[src/rtl/bus_stop_monitor.sv]
// Run-control monitor: snoops bus writes against watch addresses and raises Done or Timeout.
// Optional first-hit trace capture is enabled by defining BUS_STOP_MON_TRACE_EN.
module bus_stop_monitor #(
  parameter int                        ADDR_W         = 16,
  parameter int                        DATA_W         = 16,
  parameter int                        NUM_CH         = 2,
  parameter logic [NUM_CH*ADDR_W-1:0]  WATCH_ADDRS    = {16'd1025, 16'd1024},
  parameter logic [DATA_W-1:0]         WATCH_VALUE    = 16'hFFFF,
  parameter bit                        MATCH_ALL      = 1'b1,
  parameter int                        CNT_W          = 32,
  parameter int unsigned               TIMEOUT_CYCLES = 0
) (
  input  logic              Clock,
  input  logic              nReset,
  input  logic [ADDR_W-1:0] Address,
  input  logic [DATA_W-1:0] Data,
  input  logic              nME,
  input  logic              RnW,
  input  logic              Clear,
  output logic              Done,
  output logic              Timeout,
  output logic [NUM_CH-1:0] HitMask,
  output logic [CNT_W-1:0]  CycleCount,
  output logic [2:0]        FirstHitCh,
  output logic [DATA_W-1:0] FirstHitData
);

  localparam logic [1:0] ST_RUN     = 2'd0;
  localparam logic [1:0] ST_DONE    = 2'd1;
  localparam logic [1:0] ST_TIMEOUT = 2'd2;

  localparam bit               TIMEOUT_EN = (TIMEOUT_CYCLES != 0);
  localparam logic [CNT_W-1:0] CNT_MAX    = '1;
  localparam logic [CNT_W-1:0] TO_LAST    = CNT_W'(TIMEOUT_CYCLES - 1);

  logic [1:0]        state;
  logic [1:0]        stateNext;
  logic              wrStb;
  logic              wrStbQ;
  logic              wrEvent;
  logic [NUM_CH-1:0] hitVec;
  logic [NUM_CH-1:0] hitMaskNext;
  logic              patternMet;
  logic              budgetOut;

  // One event per write strobe, taken on its first cycle.
  assign wrStb   = !nME && !RnW;
  assign wrEvent = wrStb && !wrStbQ;

  always_comb begin
    hitVec = '0;
    for (int i = 0; i < NUM_CH; i++) begin
      hitVec[i] = wrEvent
                  && (Address == WATCH_ADDRS[i*ADDR_W +: ADDR_W])
                  && (Data == WATCH_VALUE);
    end
  end

  // The mask keeps accumulating after a timeout but is frozen once the stop condition is met.
  assign hitMaskNext = (state == ST_DONE) ? HitMask : (HitMask | hitVec);
  assign patternMet  = MATCH_ALL ? (&hitMaskNext) : (|hitMaskNext);
  assign budgetOut   = TIMEOUT_EN && (CycleCount == TO_LAST);

  always_comb begin
    stateNext = state;
    if (state == ST_RUN) begin
      if (patternMet) begin
        stateNext = ST_DONE;
      end else if (budgetOut) begin
        stateNext = ST_TIMEOUT;
      end
    end
  end

  always_ff @(posedge Clock or negedge nReset) begin
    if (!nReset) begin
      state      <= ST_RUN;
      wrStbQ     <= 1'b0;
      HitMask    <= '0;
      CycleCount <= '0;
    end else begin
      wrStbQ <= wrStb;
      if (Clear) begin
        state      <= ST_RUN;
        HitMask    <= '0;
        CycleCount <= '0;
      end else begin
        state   <= stateNext;
        HitMask <= hitMaskNext;
        if ((state == ST_RUN) && (CycleCount != CNT_MAX)) begin
          CycleCount <= CycleCount + CNT_W'(1);
        end
      end
    end
  end

  assign Done    = (state == ST_DONE);
  assign Timeout = (state == ST_TIMEOUT);

`ifdef BUS_STOP_MON_TRACE_EN
  logic [2:0] lowestHit;

  always_comb begin
    lowestHit = '0;
    for (int i = NUM_CH - 1; i >= 0; i--) begin
      if (hitVec[i]) begin
        lowestHit = 3'(i);
      end
    end
  end

  // An empty mask outside DONE means no hit has been seen since reset or Clear.
  always_ff @(posedge Clock or negedge nReset) begin
    if (!nReset) begin
      FirstHitCh   <= '0;
      FirstHitData <= '0;
    end else if (Clear) begin
      FirstHitCh   <= '0;
      FirstHitData <= '0;
    end else if ((state != ST_DONE) && (HitMask == '0) && (|hitVec)) begin
      FirstHitCh   <= lowestHit;
      FirstHitData <= Data;
    end
  end
`else
  assign FirstHitCh   = '0;
  assign FirstHitData = '0;
`endif

endmodule

[config.mk]
export PLATFORM = sky130hd
export DESIGN_NAME = bus_stop_monitor
export DESIGN_NICKNAME = d
export VERILOG_FILES = /design/src/rtl/bus_stop_monitor.sv
export SDC_FILE = /design/constraint.sdc
export NUM_CORES = 1
export LEC_CHECK = 0
export CAP_MARGIN = 0
export CELL_PAD_IN_SITES_DETAIL_PLACEMENT = 0
export CELL_PAD_IN_SITES_GLOBAL_PLACEMENT = 1
export CORE_ASPECT_RATIO = 1.25
export CORE_UTILIZATION = 32
export DETAILED_ROUTE_END_ITERATION = 8
export GPL_TIMING_DRIVEN = 1
export PLACE_DENSITY_LB_ADDON = 0.08
export SLEW_MARGIN = 10
export SYNTH_ARGS = -nofsm -noshare
export SYNTH_HDL_FRONTEND = slang
export SYNTH_SLANG_ARGS = --single-unit
[constraint.sdc]
create_clock -name Clock -period 2.2 [get_ports Clock]
set_clock_uncertainty 0.15 [all_clocks]
set_input_delay 0.66 -clock Clock [delete_from_list [all_inputs] [get_ports Clock]]
set_output_delay 0.66 -clock Clock [all_outputs]
set_load 0.1 [all_outputs]
==> impl_metrics.csv <==
group,metric,value,unit
power_and_ir_drop,switching_share,31.21,%
global_routing,grt_antenna_before_repair,0,
die,design.core.area,6689,sq um
worst_hold_path,hold_class,"reg2reg",
logic_synthesis,ys.flop_type,"dfrtp_1",
worst_setup_path,worst-path-buf-inv,2,
timing,hold_ws,0.4729,ns
place,hpwl,4.909,mm
logic_synthesis,synth_largest_area_cell,"dfrtp_1",
logic_synthesis,async_flop_share,100.0,%
power_and_ir_drop,p_int,1.101,mW
worst_hold_path,whs_path_depth,2,
logic_synthesis,synth_cells,241,
cells_and_area,final_cells,430,
power_and_ir_drop,p_switching,499.3,uW
logic_synthesis,synth.ff_latch_count,36,
cts,numCtsBuffers,5,
logic_synthesis,synthTopCellsByArea,"dfrtp_1 40%, xnor2_1 11%, buf_4 6.6%",
worst_setup_path,crit_slowest_cell,"dfrtp_4",
place,port_buffers,71,
die,start_util,33.76,%
worst_setup_path,rr_worst_depth,8,
power_and_ir_drop,p_leak,1.428,nW
cells_and_area,fin_util,60.21,%
power_and_ir_drop,seqPwrFrac,42.2,%
cts,clock-sinks,36,
worst_setup_path,critPathMaxStageDelay,0.45,ns
die,std_cell_rows,33,
logic_synthesis,avgSynthCellArea,9.371,sq um
worst_setup_path,cp_top_family,"simple AND/OR/NAND/NOR gates",
die,die_x,77.14,um
worst_setup_path,cp_data_arrival_time,2.16,ns
place,dp.cells,417,
worst_setup_path,crit_type,"reg2reg",
cells_and_area,diodes,0,
routing,wl_per_cell,15.43,um
cts,cts_tree,"done",
cts,clk_pin_slew_worst_paths,0.08,ns
cells_and_area,nets,380,
logic_synthesis,synth_top_area_share,39.89,%
routing,drt_wl_total,6.635,mm
die,die-area,7400,sq um
cells_and_area,drive_gt1_share,39.65,%
routing,viasPerCell,4.995,
global_routing,grt_max_degree,37,
run_status,status,"complete, no violations",
logic_synthesis,synth.distinct_cells,37,
logic_synthesis,synth_edf_count,0,
timing,grt_setup_unrepaired,"yes",
cts,clock_latency,0.29,ns
routing,dr.pass1.iters,4,
cts,clockBufferDepth,2,
timing,drv_slew,0,
logic_synthesis,yosysSeqAreaShare,39.89,%
global_routing,grt_pass1_vias,2190,
routing,ant_nets,0,
timing,setup_violations,0,
cells_and_area,area_growth,78.34,%
global_routing,grtUsageTotal,19.40,%
logic_synthesis,yosysWarnings,0,
logic_synthesis,syn-cell-area,2258,sq um
timing,fmax,470.2,MHz
die,io_pins,92,
power_and_ir_drop,combPwrFrac,20.5,%
worst_setup_path,worstPathRequired,2.23,ns
power_and_ir_drop,irDropWorstVdd,0.3199,mV
worst_setup_path,start_kind,"flop",
routing,initialDrtViolationCount,105,
power_and_ir_drop,power,1.600,mW
worst_setup_path,cp_max_fo,8,
timing,min_period,2.127,ns
worst_setup_path,path_cells,"ha_4 -> nand4_1 -> nor4_4 -> buf_4 -> buf_6 -> a211oi_1 -> xnor2_1 -> nor2_1",
worst_setup_path,cp_num_cells,8,
power_and_ir_drop,clkPwrFrac,37.3,%
global_routing,gr-total-overflow,0,
routing,route.vias.total,2148,
flow_run,drv_cap,0,
routing,drc,0,
timing,period_share,96.67,%
cts,htreeDepth,2,
worst_setup_path,end_kind,"flop",
die,die_h,95.93,um
timing,tns,0,ns
global_routing,grt_first_pass_wirelength,11.14,mm
place,gp_congestion,0.7357,
power_and_ir_drop,powerDensity,397.2,nW/um^2
cts,cts_root_buf,"clkbuf_8",
timing,final_hold_viol_count,0,
[layout by cell type (no fill, tap or decap), types with 2 or more instances in the layout]
cell type,netlist,layout
buf_12,0,39
conb_1,1,20
dfrtp_1,36,3
clkdlybuf4s50_1,0,36
nand2_1,14,14
buf_4,20,30
a2111oi_4,0,5
nor4_4,0,3
o31ai_1,2,2
nor3b_2,0,2
and4_1,7,4
nor4b_1,4,3
dfrtp_4,0,32
nand4_1,11,11
or4_1,3,3
xnor2_1,29,29
nor2_1,34,34
and2_1,3,3
nor4_1,5,2
and3_1,2,2
a21oi_1,9,9
nand3_1,9,8
and4_4,0,2
inv_1,4,4
clkbuf_8,0,5
a211oi_1,12,11
buf_6,1,2
nand4b_1,2,2
[flip-flops by register name, summed over array words and instances (netlist names)]
| register | flops |
|---|---|
| wrStbQ | 1 |
| CycleCount | 32 |
| state | 1 |
| HitMask | 2 |
[area by class of cell]
cell class              count  area [sq um]
fillers                   587          2661
flip-flops and latches     36          1022
inverters                   4         15.01
clock buffers               5         68.82
clock inverters             3         42.54
repair buffers            107          1389
multi-input cells         188          1381
well taps                  87         108.9
[final timing paths]
| path | startpoint | end | slack (ns) |
|---|---|---|---|
| worst max-delay path | CycleCount[1] | CycleCount[17] | 0.07 |
| worst min-delay path | CycleCount[22] | CycleCount[22] | 0.47 |
| max in group asynchronous | nReset | CycleCount[29] | 1.07 |
| worst min register to register | CycleCount[22] | CycleCount[22] | 0.47 |
| min in group asynchronous | nReset | CycleCount[4] | 0.61 |
| worst max register to register | CycleCount[1] | CycleCount[17] | 0.07 |
[logic make-up (layout without fill, tap and decap cells)]
| group | count (synthesis) | after routing | share of synthesized area, % |
|---|---|---|---|
| simple gates | 106 | 106 | 26.48 |
| flops | 36 | 36 | 39.89 |
| buf+inv | 36 | 119 | 9.806 |
| compound gates | 31 | 31 | 11.36 |
| xor+xnor | 29 | 29 | 11.25 |
| fa+ha+maj | 1 | 1 | 0.5539 |
| other cells | 1 | 20 | 0.1660 |
| mux | 1 | 1 | 0.4986 |
[power groups by stage]
| stage | Clock [mW] | Combinational (mW) | Sequential (mW) |
|---|---|---|---|
| after global routing | 0.635 | 0.345 | 0.675 |
| after CTS | 0.615 | 0.325 | 0.677 |
| after floorplan | 0 | 0.200 | 0.725 |
| final | 0.597 | 0.328 | 0.675 |
| after detailed placement | 0 | 0.325 | 0.692 |
| after global placement | 0 | 0.323 | 0.692 |
[Yosys cell counts, drive strengths merged (2+ instances only)]
library cell / number
nand4b: 2
or4: 4
a2111oi: 6
nand2: 14
a21oi: 9
or3: 2
and3: 2
nand4: 11
dfrtp: 36
o31ai: 2
and4: 7
nor2: 34
inv: 4
and2: 3
nor3b: 2
nor4: 6
xnor2: 29
a211oi: 12
clkbuf: 8
nand3: 10
nor4b: 5
buf: 24
[through the flow]
step	setup WS [ns]	instance area, sq um
final	0.07324	4028
after global routing	-0.05678	4028
after CTS	0.002005	3953
after detailed placement	-0.06952	3841
after global placement	-0.08424	3841
after floorplan	-0.002317	2614
[routing by layer]
metal | GRT usage [%] | vias to the layer above | share of wire, %
met2 | 36.06 | 53 | 53
met1 | 22.74 | 1061 | 42
met5 | 0 | - | 0
met3 | 2.844 | 10 | 2.7
li1 | - | 1024 | -
met4 | 6.761 | 0 | 1.6
[tightest hold or removal path: stages, from the launching register on]
cell	delay [ns]
dfrtp_4	0.45
xnor2_1	0.12
nor2_1	0.03
[what timing repair did]
| action | in CTS | in global routing |
|---|---|---|
| setup endpoints to repair | 0 | 10 |
| resized for setup | 0 | 8 |
| buffers inserted | 0 | 5 |
| hold buffers | 0 | 0 |
| endpoints found under the hold margin | 0 | 0 |
Note: power is estimated with default switching activity, not from simulation.
